$ cat src/rtl/hazard_forward_unit_if.sv
// rtl/hazard_forward_unit_if.sv - signal bundle between the pipeline and the hazard/forward unit
//
// Purpose: groups the ID/EX/MEM hazard inputs and the forwarding/stall/flush
//          outputs of hazard_forward_unit into one interface.
// Signals:
//   rs_ID, rt_ID       source fields of the instruction in ID
//   rtd_EX             destination of the instruction in EX (after RegDst mux)
//   RegWrite_in_EX     EX instruction writes the register file
//   MemRead_in_EX      EX instruction is a load
//   Branch_MEM         MEM instruction is a beq
//   Zero_MEM           registered Zero flag of the MEM instruction
//   jump_MEM           MEM instruction is a j
//   ForwardA/ForwardB  EX operand selects (0 regfile, 1 WB, 2 MEM)
//   Stall_ID           hold PC and IF/ID, bubble ID/EX
//   Flush              squash IF/ID, ID/EX and EX-to-MEM control
//   stall_count        saturating count of stall cycles
// Modports: master = pipeline side (drives hazard inputs), slave = hazard unit.
interface hazard_forward_unit_if #(
    parameter int CNT_W = 16
);
    logic [4:0]       rs_ID;
    logic [4:0]       rt_ID;
    logic [4:0]       rtd_EX;
    logic             RegWrite_in_EX;
    logic             MemRead_in_EX;
    logic             Branch_MEM;
    logic             Zero_MEM;
    logic             jump_MEM;
    logic [1:0]       ForwardA;
    logic [1:0]       ForwardB;
    logic             Stall_ID;
    logic             Flush;
    logic [CNT_W-1:0] stall_count;

    modport master (
        output rs_ID, rt_ID, rtd_EX, RegWrite_in_EX, MemRead_in_EX,
               Branch_MEM, Zero_MEM, jump_MEM,
        input  ForwardA, ForwardB, Stall_ID, Flush, stall_count
    );

    modport slave (
        input  rs_ID, rt_ID, rtd_EX, RegWrite_in_EX, MemRead_in_EX,
               Branch_MEM, Zero_MEM, jump_MEM,
        output ForwardA, ForwardB, Stall_ID, Flush, stall_count
    );
endinterface

$ cat src/rtl/hazard_forward_unit.sv
// rtl/hazard_forward_unit.sv - 5-stage MIPS forwarding, load-use stall and flush controller
//
// Purpose: shadows the source/destination registers in flight through
//          ID/EX, EX/MEM and MEM/WB, drives the EX forwarding selects,
//          raises a one-cycle load-use stall, squashes wrong-path work on a
//          taken branch or jump, and counts stall cycles (saturating).
// Ports:
//   clk    rising-edge clock
//   reset  synchronous, active-high; clears all shadow state and the counter
//   bus    hazard_forward_unit_if.slave (see interface for signal list)
module hazard_forward_unit #(
    parameter int CNT_W = 16
) (
    input  logic                 clk,
    input  logic                 reset,
    hazard_forward_unit_if.slave bus
);

    // Shadow pipeline state
    logic [4:0]       r_rs_EX;
    logic [4:0]       r_rt_EX;
    logic [4:0]       r_rtd_MEM;
    logic             r_RegWrite_MEM;
    logic [4:0]       r_rtd_WB;
    logic             r_RegWrite_WB;
    logic [CNT_W-1:0] r_stall_count;

    logic             w_flush;
    logic             w_stall;
    logic             w_load_hit;
    logic [1:0]       w_fwd_a;
    logic [1:0]       w_fwd_b;

    // Select for one EX source: MEM holds the younger writer so it wins over WB.
    // $0 is hard-wired zero and must never be forwarded.
    function automatic logic [1:0] fwd_sel(
        input logic [4:0] src,
        input logic       rw_mem,
        input logic [4:0] rtd_mem,
        input logic       rw_wb,
        input logic [4:0] rtd_wb
    );
        if (rw_mem && (rtd_mem != 5'd0) && (rtd_mem == src)) begin
            return 2'd2;
        end else if (rw_wb && (rtd_wb != 5'd0) && (rtd_wb == src)) begin
            return 2'd1;
        end else begin
            return 2'd0;
        end
    endfunction

    always_comb begin
        w_flush    = (bus.Branch_MEM && bus.Zero_MEM) || bus.jump_MEM;
        w_load_hit = bus.MemRead_in_EX && bus.RegWrite_in_EX &&
                     (bus.rtd_EX != 5'd0) &&
                     ((bus.rtd_EX == bus.rs_ID) || (bus.rtd_EX == bus.rt_ID));
        // A flush kills the dependent instruction anyway, so stalling for it
        // would only waste a cycle.
        w_stall    = w_load_hit && !w_flush;
        w_fwd_a    = fwd_sel(r_rs_EX, r_RegWrite_MEM, r_rtd_MEM, r_RegWrite_WB, r_rtd_WB);
        w_fwd_b    = fwd_sel(r_rt_EX, r_RegWrite_MEM, r_rtd_MEM, r_RegWrite_WB, r_rtd_WB);
    end

    always_ff @(posedge clk) begin
        if (reset) begin
            r_rs_EX        <= 5'd0;
            r_rt_EX        <= 5'd0;
            r_rtd_MEM      <= 5'd0;
            r_RegWrite_MEM <= 1'b0;
            r_rtd_WB       <= 5'd0;
            r_RegWrite_WB  <= 1'b0;
            r_stall_count  <= '0;
        end else begin
            r_rtd_WB       <= r_rtd_MEM;
            r_RegWrite_WB  <= r_RegWrite_MEM;
            r_rtd_MEM      <= bus.rtd_EX;
            // The squashed EX instruction must never become a MEM writer.
            r_RegWrite_MEM <= bus.RegWrite_in_EX && !w_flush;
            if (w_stall || w_flush) begin
                r_rs_EX <= 5'd0;
                r_rt_EX <= 5'd0;
            end else begin
                r_rs_EX <= bus.rs_ID;
                r_rt_EX <= bus.rt_ID;
            end
            if (w_stall && (r_stall_count != {CNT_W{1'b1}})) begin
                r_stall_count <= r_stall_count + 1'b1;
            end
        end
    end

    assign bus.ForwardA    = w_fwd_a;
    assign bus.ForwardB    = w_fwd_b;
    assign bus.Stall_ID    = w_stall;
    assign bus.Flush       = w_flush;
    assign bus.stall_count = r_stall_count;

endmodule

$ cat src/flat_wrapper.sv
// flat-port wrapper written by rule: the top's interface ports become plain ports
module hazard_forward_unit_flat 
#(
    parameter int CNT_W = 16
)
  (clk, reset, bus_rs_ID, bus_rt_ID, bus_rtd_EX, bus_RegWrite_in_EX, bus_MemRead_in_EX, bus_Branch_MEM, bus_Zero_MEM, bus_jump_MEM, bus_ForwardA, bus_ForwardB, bus_Stall_ID, bus_Flush, bus_stall_count);
  hazard_forward_unit_if #(.CNT_W(CNT_W)) bus_i ();
  input  logic clk;
  input  logic reset;
  input wire logic [$bits(bus_i.rs_ID)-1:0] bus_rs_ID;
  input wire logic [$bits(bus_i.rt_ID)-1:0] bus_rt_ID;
  input wire logic [$bits(bus_i.rtd_EX)-1:0] bus_rtd_EX;
  input wire logic [$bits(bus_i.RegWrite_in_EX)-1:0] bus_RegWrite_in_EX;
  input wire logic [$bits(bus_i.MemRead_in_EX)-1:0] bus_MemRead_in_EX;
  input wire logic [$bits(bus_i.Branch_MEM)-1:0] bus_Branch_MEM;
  input wire logic [$bits(bus_i.Zero_MEM)-1:0] bus_Zero_MEM;
  input wire logic [$bits(bus_i.jump_MEM)-1:0] bus_jump_MEM;
  output wire logic [$bits(bus_i.ForwardA)-1:0] bus_ForwardA;
  output wire logic [$bits(bus_i.ForwardB)-1:0] bus_ForwardB;
  output wire logic [$bits(bus_i.Stall_ID)-1:0] bus_Stall_ID;
  output wire logic [$bits(bus_i.Flush)-1:0] bus_Flush;
  output wire logic [$bits(bus_i.stall_count)-1:0] bus_stall_count;
  assign bus_i.rs_ID = bus_rs_ID;
  assign bus_i.rt_ID = bus_rt_ID;
  assign bus_i.rtd_EX = bus_rtd_EX;
  assign bus_i.RegWrite_in_EX = bus_RegWrite_in_EX;
  assign bus_i.MemRead_in_EX = bus_MemRead_in_EX;
  assign bus_i.Branch_MEM = bus_Branch_MEM;
  assign bus_i.Zero_MEM = bus_Zero_MEM;
  assign bus_i.jump_MEM = bus_jump_MEM;
  assign bus_ForwardA = bus_i.ForwardA;
  assign bus_ForwardB = bus_i.ForwardB;
  assign bus_Stall_ID = bus_i.Stall_ID;
  assign bus_Flush = bus_i.Flush;
  assign bus_stall_count = bus_i.stall_count;
  hazard_forward_unit #(.CNT_W(CNT_W)) u_core (.clk(clk), .reset(reset), .bus(bus_i));
endmodule
$ cat config.mk
export PLATFORM = sky130hd
export DESIGN_NAME = hazard_forward_unit_flat
export DESIGN_NICKNAME = d
export VERILOG_FILES = /design/src/rtl/hazard_forward_unit_if.sv /design/src/rtl/hazard_forward_unit.sv /design/src/flat_wrapper.sv
export SDC_FILE = /design/constraint.sdc
export NUM_CORES = 1
export LEC_CHECK = 0
export CAP_MARGIN = 20
export CORE_MARGIN = 1
export CORE_UTILIZATION = 30
export DETAILED_ROUTE_END_ITERATION = 8
export GPL_TIMING_DRIVEN = 0
export HOLD_SLACK_MARGIN = 0.06
export PLACE_DENSITY_LB_ADDON = 0.1
export SETUP_SLACK_MARGIN = 0.5
export SYNTH_ARGS = -nofsm -noshare
export SYNTH_HDL_FRONTEND = slang
export SYNTH_SLANG_ARGS = --single-unit
$ cat constraint.sdc
create_clock -name clk -period 6.85 [get_ports clk]
set_clock_uncertainty 0.2 [all_clocks]
set_input_delay 1.7125 -clock clk [delete_from_list [all_inputs] [get_ports clk]]
set_output_delay 1.7125 -clock clk [all_outputs]
set_load 0.02 [all_outputs]
After elaboration in Yosys (flattened, before gate mapping)
Cells that the tools add are included.
{ "classes": {"n_addsub": 1, "eq_ne": 7, "muxes": 4, "reduce_logical": 21} }
{ "op_table": {"columns": ["op", "n"], "rows": [
  ["== test 5 bit", 6],
  ["adder 16 x 1 -> 16 bit, second input constant", 1],
  ["inequality test 16 bit, second input constant", 1],
  ["nonzero test 5 bit", 3],
  ["logical AND 1 bit", 13],
  ["2-to-1 mux 2 bit", 2],
  ["logical OR 1 bit", 3],
  ["2-to-1 mux 1 bit", 2],
  ["OR reduction 2 bit", 1],
  ["logical NOT 1 bit", 1]
]} }
{ "totals": {"register_bits": 38, "inputBits": 22, "out_inout_bits": 22, "elab_cells": 40} }

Longest topological paths before layout
{ "logic_depth": {"depth_word": 6, "depth_mapped": 6, "depth_no_buf": 6} }

Worst setup path before layout
Ideal clock, no wire load.
{ "synth_path": {"kind": "input to output", "start": "in bus_rtd_EX[0]", "end": "out bus_Stall_ID", "arrival_time_ps": 2787, "slack_ps": 2150, "stages": 5, "path_cell_list": "or4_4 o211a_1 buf_4 nand2_1 nor2_1"} }
{ "synth_between": {"elab_chain_len": 4, "word_cells_on_any_way": 7} }
{ "synth_lines": {"columns": ["item", "line_no", "rtl"], "rows": [
  ["start, declared", "flat_wrapper.sv:12", "input wire logic [$bits(bus_i.rtd_EX)-1:0] bus_rtd_EX;"],
  ["== test 5 bit or nonzero test 5 bit (tied branches)", "hazard_forward_unit.sv:56, hazard_forward_unit.sv:55", null],
  ["logical OR 1 bit or logical AND 1 bit (tied branches)", "hazard_forward_unit.sv:56, hazard_forward_unit.sv:54", null],
  ["logical AND 1 bit (*)", "hazard_forward_unit.sv:55", "(bus.rtd_EX != 5'd0) &&"],
  ["logical AND 1 bit (*)", "hazard_forward_unit.sv:59", "w_stall = w_load_hit && !w_flush;"],
  ["end, declared", "flat_wrapper.sv:20", "output wire logic [$bits(bus_i.Stall_ID)-1:0] bus_Stall_ID;"]
]} }
Every way passes the cells marked *; elsewhere a longest branch is shown, timed or not.

Worst setup path after layout
{ "layout_path": {"start": "in bus_rtd_EX[1]", "end": "out bus_Stall_ID"} }
The elaborated chain is that of the path after synthesis.

==> impl_results.md <==
* Avg Vias per Cell at 4.96
* Number of input and output port buffers inserted at 42
* Synthesis-stage register bit count at 38
* Fill cell total of the finished layout at between 600 and 700
* Area share of the leading cell type in the synthesized netlist at 0.401
* Post-layout utilization of the core at 0.423
* Worst slew margin at 0.648
* Biggest cell delay along the critical path at approximately 620 ps
* Wire length after detailed routing at between 4000 and 5000 um
* Post-layout net count at between 200 and 300
* Wire length of the first global-routing pass at 7970 um
* Timing-limited maximum frequency at 169 MHz
* Avg Inst Size Synth at 9.04 um^2
* Die Y at just over 80 um
* Worst r2r dst: u_core.bus.stall_count[9]
* Root buffer selected by CTS: sky130_fd_sc_hd__clkbuf_8
* Kind of start point of the critical path: input port
* Maximum buffer depth of the clock tree at 2
* Number of distinct library cell variants in the gate-level netlist after synthesis at 37
* Initial antenna violation count at 0
* Aggregate global-route resource usage at 0.162
* Hold Path Cell Cnt at 1
* Worst Hold Endpoint: u_core.r_RegWrite_WB
* Number of buffer and inverter stages on the critical path at 3
* Initial Utilization at 0.315
* Kind of critical path: in -> out
* Highest-count cells in the layout ignoring fill and taps: sky130_fd_sc_hd__clkdlybuf4s50_1, sky130_fd_sc_hd__dfxtp_1, sky130_fd_sc_hd__xor2_1, sky130_fd_sc_hd__a21oi_1, sky130_fd_sc_hd__nand3_1
* Worst setup path start: bus_rtd_EX[1]
* Final Hold Viols at 0
* Synth area leaders: sky130_fd_sc_hd__dfxtp_1, sky130_fd_sc_hd__xor2_1, sky130_fd_sc_hd__or4_1
* Count of flip-flops with a built-in enable after synthesis at 0
* Hold-fix buffers, CTS at 0
* Launch point of the worst hold path: u_core.r_RegWrite_MEM
* Remaining design rule violation count at 0
* Number of levels in the clock H-tree at 2
* Drt first pass iters at 4
* Final Wtd Congestion at 0.780
* Worst r2r src: u_core.bus.stall_count[0]
* Pin slew with the least headroom to its limit at 528 ps
* Number of warning messages in the yosys log at 0
* Nets in the synthesized netlist at 233
* Number of antenna diodes at 0
* Final Max Tran Viols at 0
* Cell area after technology mapping at approximately 1900 um^2
* Count of instances resized after the clock tree is built at 0
* Cell seen most often among critical-path stages: sky130_fd_sc_hd__clkdlybuf4s50_1
* Via count of the first global-routing pass at 1530
* CTS Sinks at 38
* Smallest hold slack at 269 ps
* Final period utilization at 0.866
* Top Ports at 44
* Worst vdd ir at 0.121 mV
* Detailed Route Iter0 Violations at 84
* Kind of cell adding the most delay to the critical path: buffers and inverters
* Final worst setup slack at 921 ps
* Share of layout cells above drive strength 1 at 0.0692
* Number of CTS-inserted buffers at 5
* Part of the Yosys area used for sequential elements at 0.401
* Share of async-settable or async-resettable flops after synthesis at 0
* Predominant post-synthesis flop cell: sky130_fd_sc_hd__dfxtp_1
* Setup slack at placement at 890 ps
* Required arrival time at the worst endpoint at 4940 ps
* Worst min-delay path category: reg -> reg
* Number of setup violations in the final report at 0
* Arrival @ worst endpoint at 4020 ps
* Number of nets with antenna violations after routing at 0
* Clock slew at the register clock pins of the worst setup and hold paths at approximately 80 ps
* Dominant cell type by area after synthesis: sky130_fd_sc_hd__dfxtp_1
* CTS tree: done
* Instance count of the mapped netlist at 210
* Placeable Area at around 6000 um^2
* Die area at around 6700 um^2
* Leading cell type in the layout, fill and taps excluded: sky130_fd_sc_hd__clkdlybuf4s50_1
* Max cap viols at 0
* Total power per unit cell area at 204 nW/um^2
* Setup tns final at 0 ps
* Endpoint type of the worst setup path: output pin
* Buffer count from post-CTS setup fixing at 0
* R2r setup slk at 4590 ps
* Area growth syn-to-layout at 34.3%
* Congestion Overflow GR at 0
* Pin count of the biggest net entering global routing at 14
* Average wire length per cell after detail routing at roughly 15 um
* Post-layout minimum cycle time at around 5900 ps
* Clock latency reported for the late side of the worst-skew pair at approximately 300 ps
* Detailed Place HPWL at 3670 um
* X dimension of the die at 81.6 um
* Slowest cell on the critical path: sky130_fd_sc_hd__clkdlybuf4s50_1
* Largest fanout on the critical path at 10
* Unrepaired setup endpoints after global routing: false
* Worst-case reg-to-reg path depth at 6
* Total vias in the final route at 1663
* Result of the run: complete, no violations
* Cell Chain, Critical Path: clkdlybuf4s50_1 -> xor2_1 -> nor3_2 -> a22oi_2 -> clkbuf_1 -> nor2_1 -> clkdlybuf4s50_1
* Leakage component of the power at roughly 0.0009 uW
* Num rows at 28
==> cell families after synthesis <==
family          share of synthesized area
flops                               0.401
buf+inv                            0.0257
xor+xnor                            0.138
simple gates                        0.293
compound gates                      0.136
fa+ha+maj                         0.00659
==> worst reg2reg max path: cells and delay by family (launching register included) <==
kind | cells | cell delay [ps]
AO/OA/AOI/OAI | 1 | 150
adder cells (fa/ha/maj) | 1 | 260
flip-flops | 1 | 360
AND/OR/NAND/NOR | 4 | 1230
==> how the worst max path moves through the flow <==
stage	endpoint	slack, ps	cells past startpoint
after floorplan	bus_Stall_ID	2150	5
after global placement	bus_Stall_ID	870	7
after detailed placement	bus_Stall_ID	890	7
after CTS	bus_Stall_ID	880	7
after global routing	bus_Stall_ID	730	7
final	bus_Stall_ID	920	7
==> registers in the layout, indices dropped and copies added (netlist names) <==
signal and flops:
u_core.bus.stall_count 16, u_core.r_RegWrite_MEM 1, u_core.r_RegWrite_WB 1, u_core.r_rs_EX 5
u_core.r_rt_EX 5, u_core.r_rtd_MEM 5, u_core.r_rtd_WB 5
==> final cells by class <==
type | count | area, um^2 | share of cell area
clock buffers | 5 | 68.8 | 0.0270
flip-flops and latches | 38 | 761 | 0.298
inverters | 2 | 10.0 | 0.00392
repair buffers | 42 | 420 | 0.165
well taps | 75 | 93.8 | 0.0368
plain buffers | 7 | 38.8 | 0.0152
multi-input cells | 163 | 1090 | 0.427
clock inverters | 3 | 68.8 | 0.0270
==> cell usage after synthesis, types with 2 or more instances <==
| cell | count |
|---|---|
| sky130_fd_sc_hd__or4_1 | 12 |
| sky130_fd_sc_hd__xnor2_1 | 6 |
| sky130_fd_sc_hd__nor2_1 | 8 |
| sky130_fd_sc_hd__and4_1 | 2 |
| sky130_fd_sc_hd__or3_1 | 8 |
| sky130_fd_sc_hd__and3_1 | 3 |
| sky130_fd_sc_hd__and2_1 | 12 |
| sky130_fd_sc_hd__nor2b_1 | 11 |
| sky130_fd_sc_hd__o31ai_1 | 7 |
| sky130_fd_sc_hd__nand2_1 | 6 |
| sky130_fd_sc_hd__nor4_1 | 4 |
| sky130_fd_sc_hd__xor2_1 | 24 |
| sky130_fd_sc_hd__a21oi_1 | 16 |
| sky130_fd_sc_hd__nor3_2 | 2 |
| sky130_fd_sc_hd__nand4_1 | 5 |
| sky130_fd_sc_hd__nand3_1 | 14 |
| sky130_fd_sc_hd__dfxtp_1 | 38 |
| sky130_fd_sc_hd__o21ai_0 | 11 |
| sky130_fd_sc_hd__clkbuf_1 | 3 |
==> metal layers <==
metal	up-vias	global-route usage	wire, um
met5	-	0	0
met4	0	0.0579	76
met3	8	0.0367	206
met2	34	0.227	2080
met1	759	0.239	2600
li1	862	-	-
==> through the flow <==
stage                     cell area [um^2]  total power (uW)  std cells
after floorplan                       1900               265        210
after global placement                2410               291        327
after detailed placement              2410               291        327
after CTS                             2550               526        335
after global routing                  2550               542        335
final                                 2550               519        335
==> power by group <==
group	internal [uW]	switching, uW	leakage (uW)
Sequential	226	5.73	0.000310
Clock	146	88.1	0.0000683
Combinational	26.5	26.8	0.000523
Note: power is estimated with default switching activity, not from simulation.
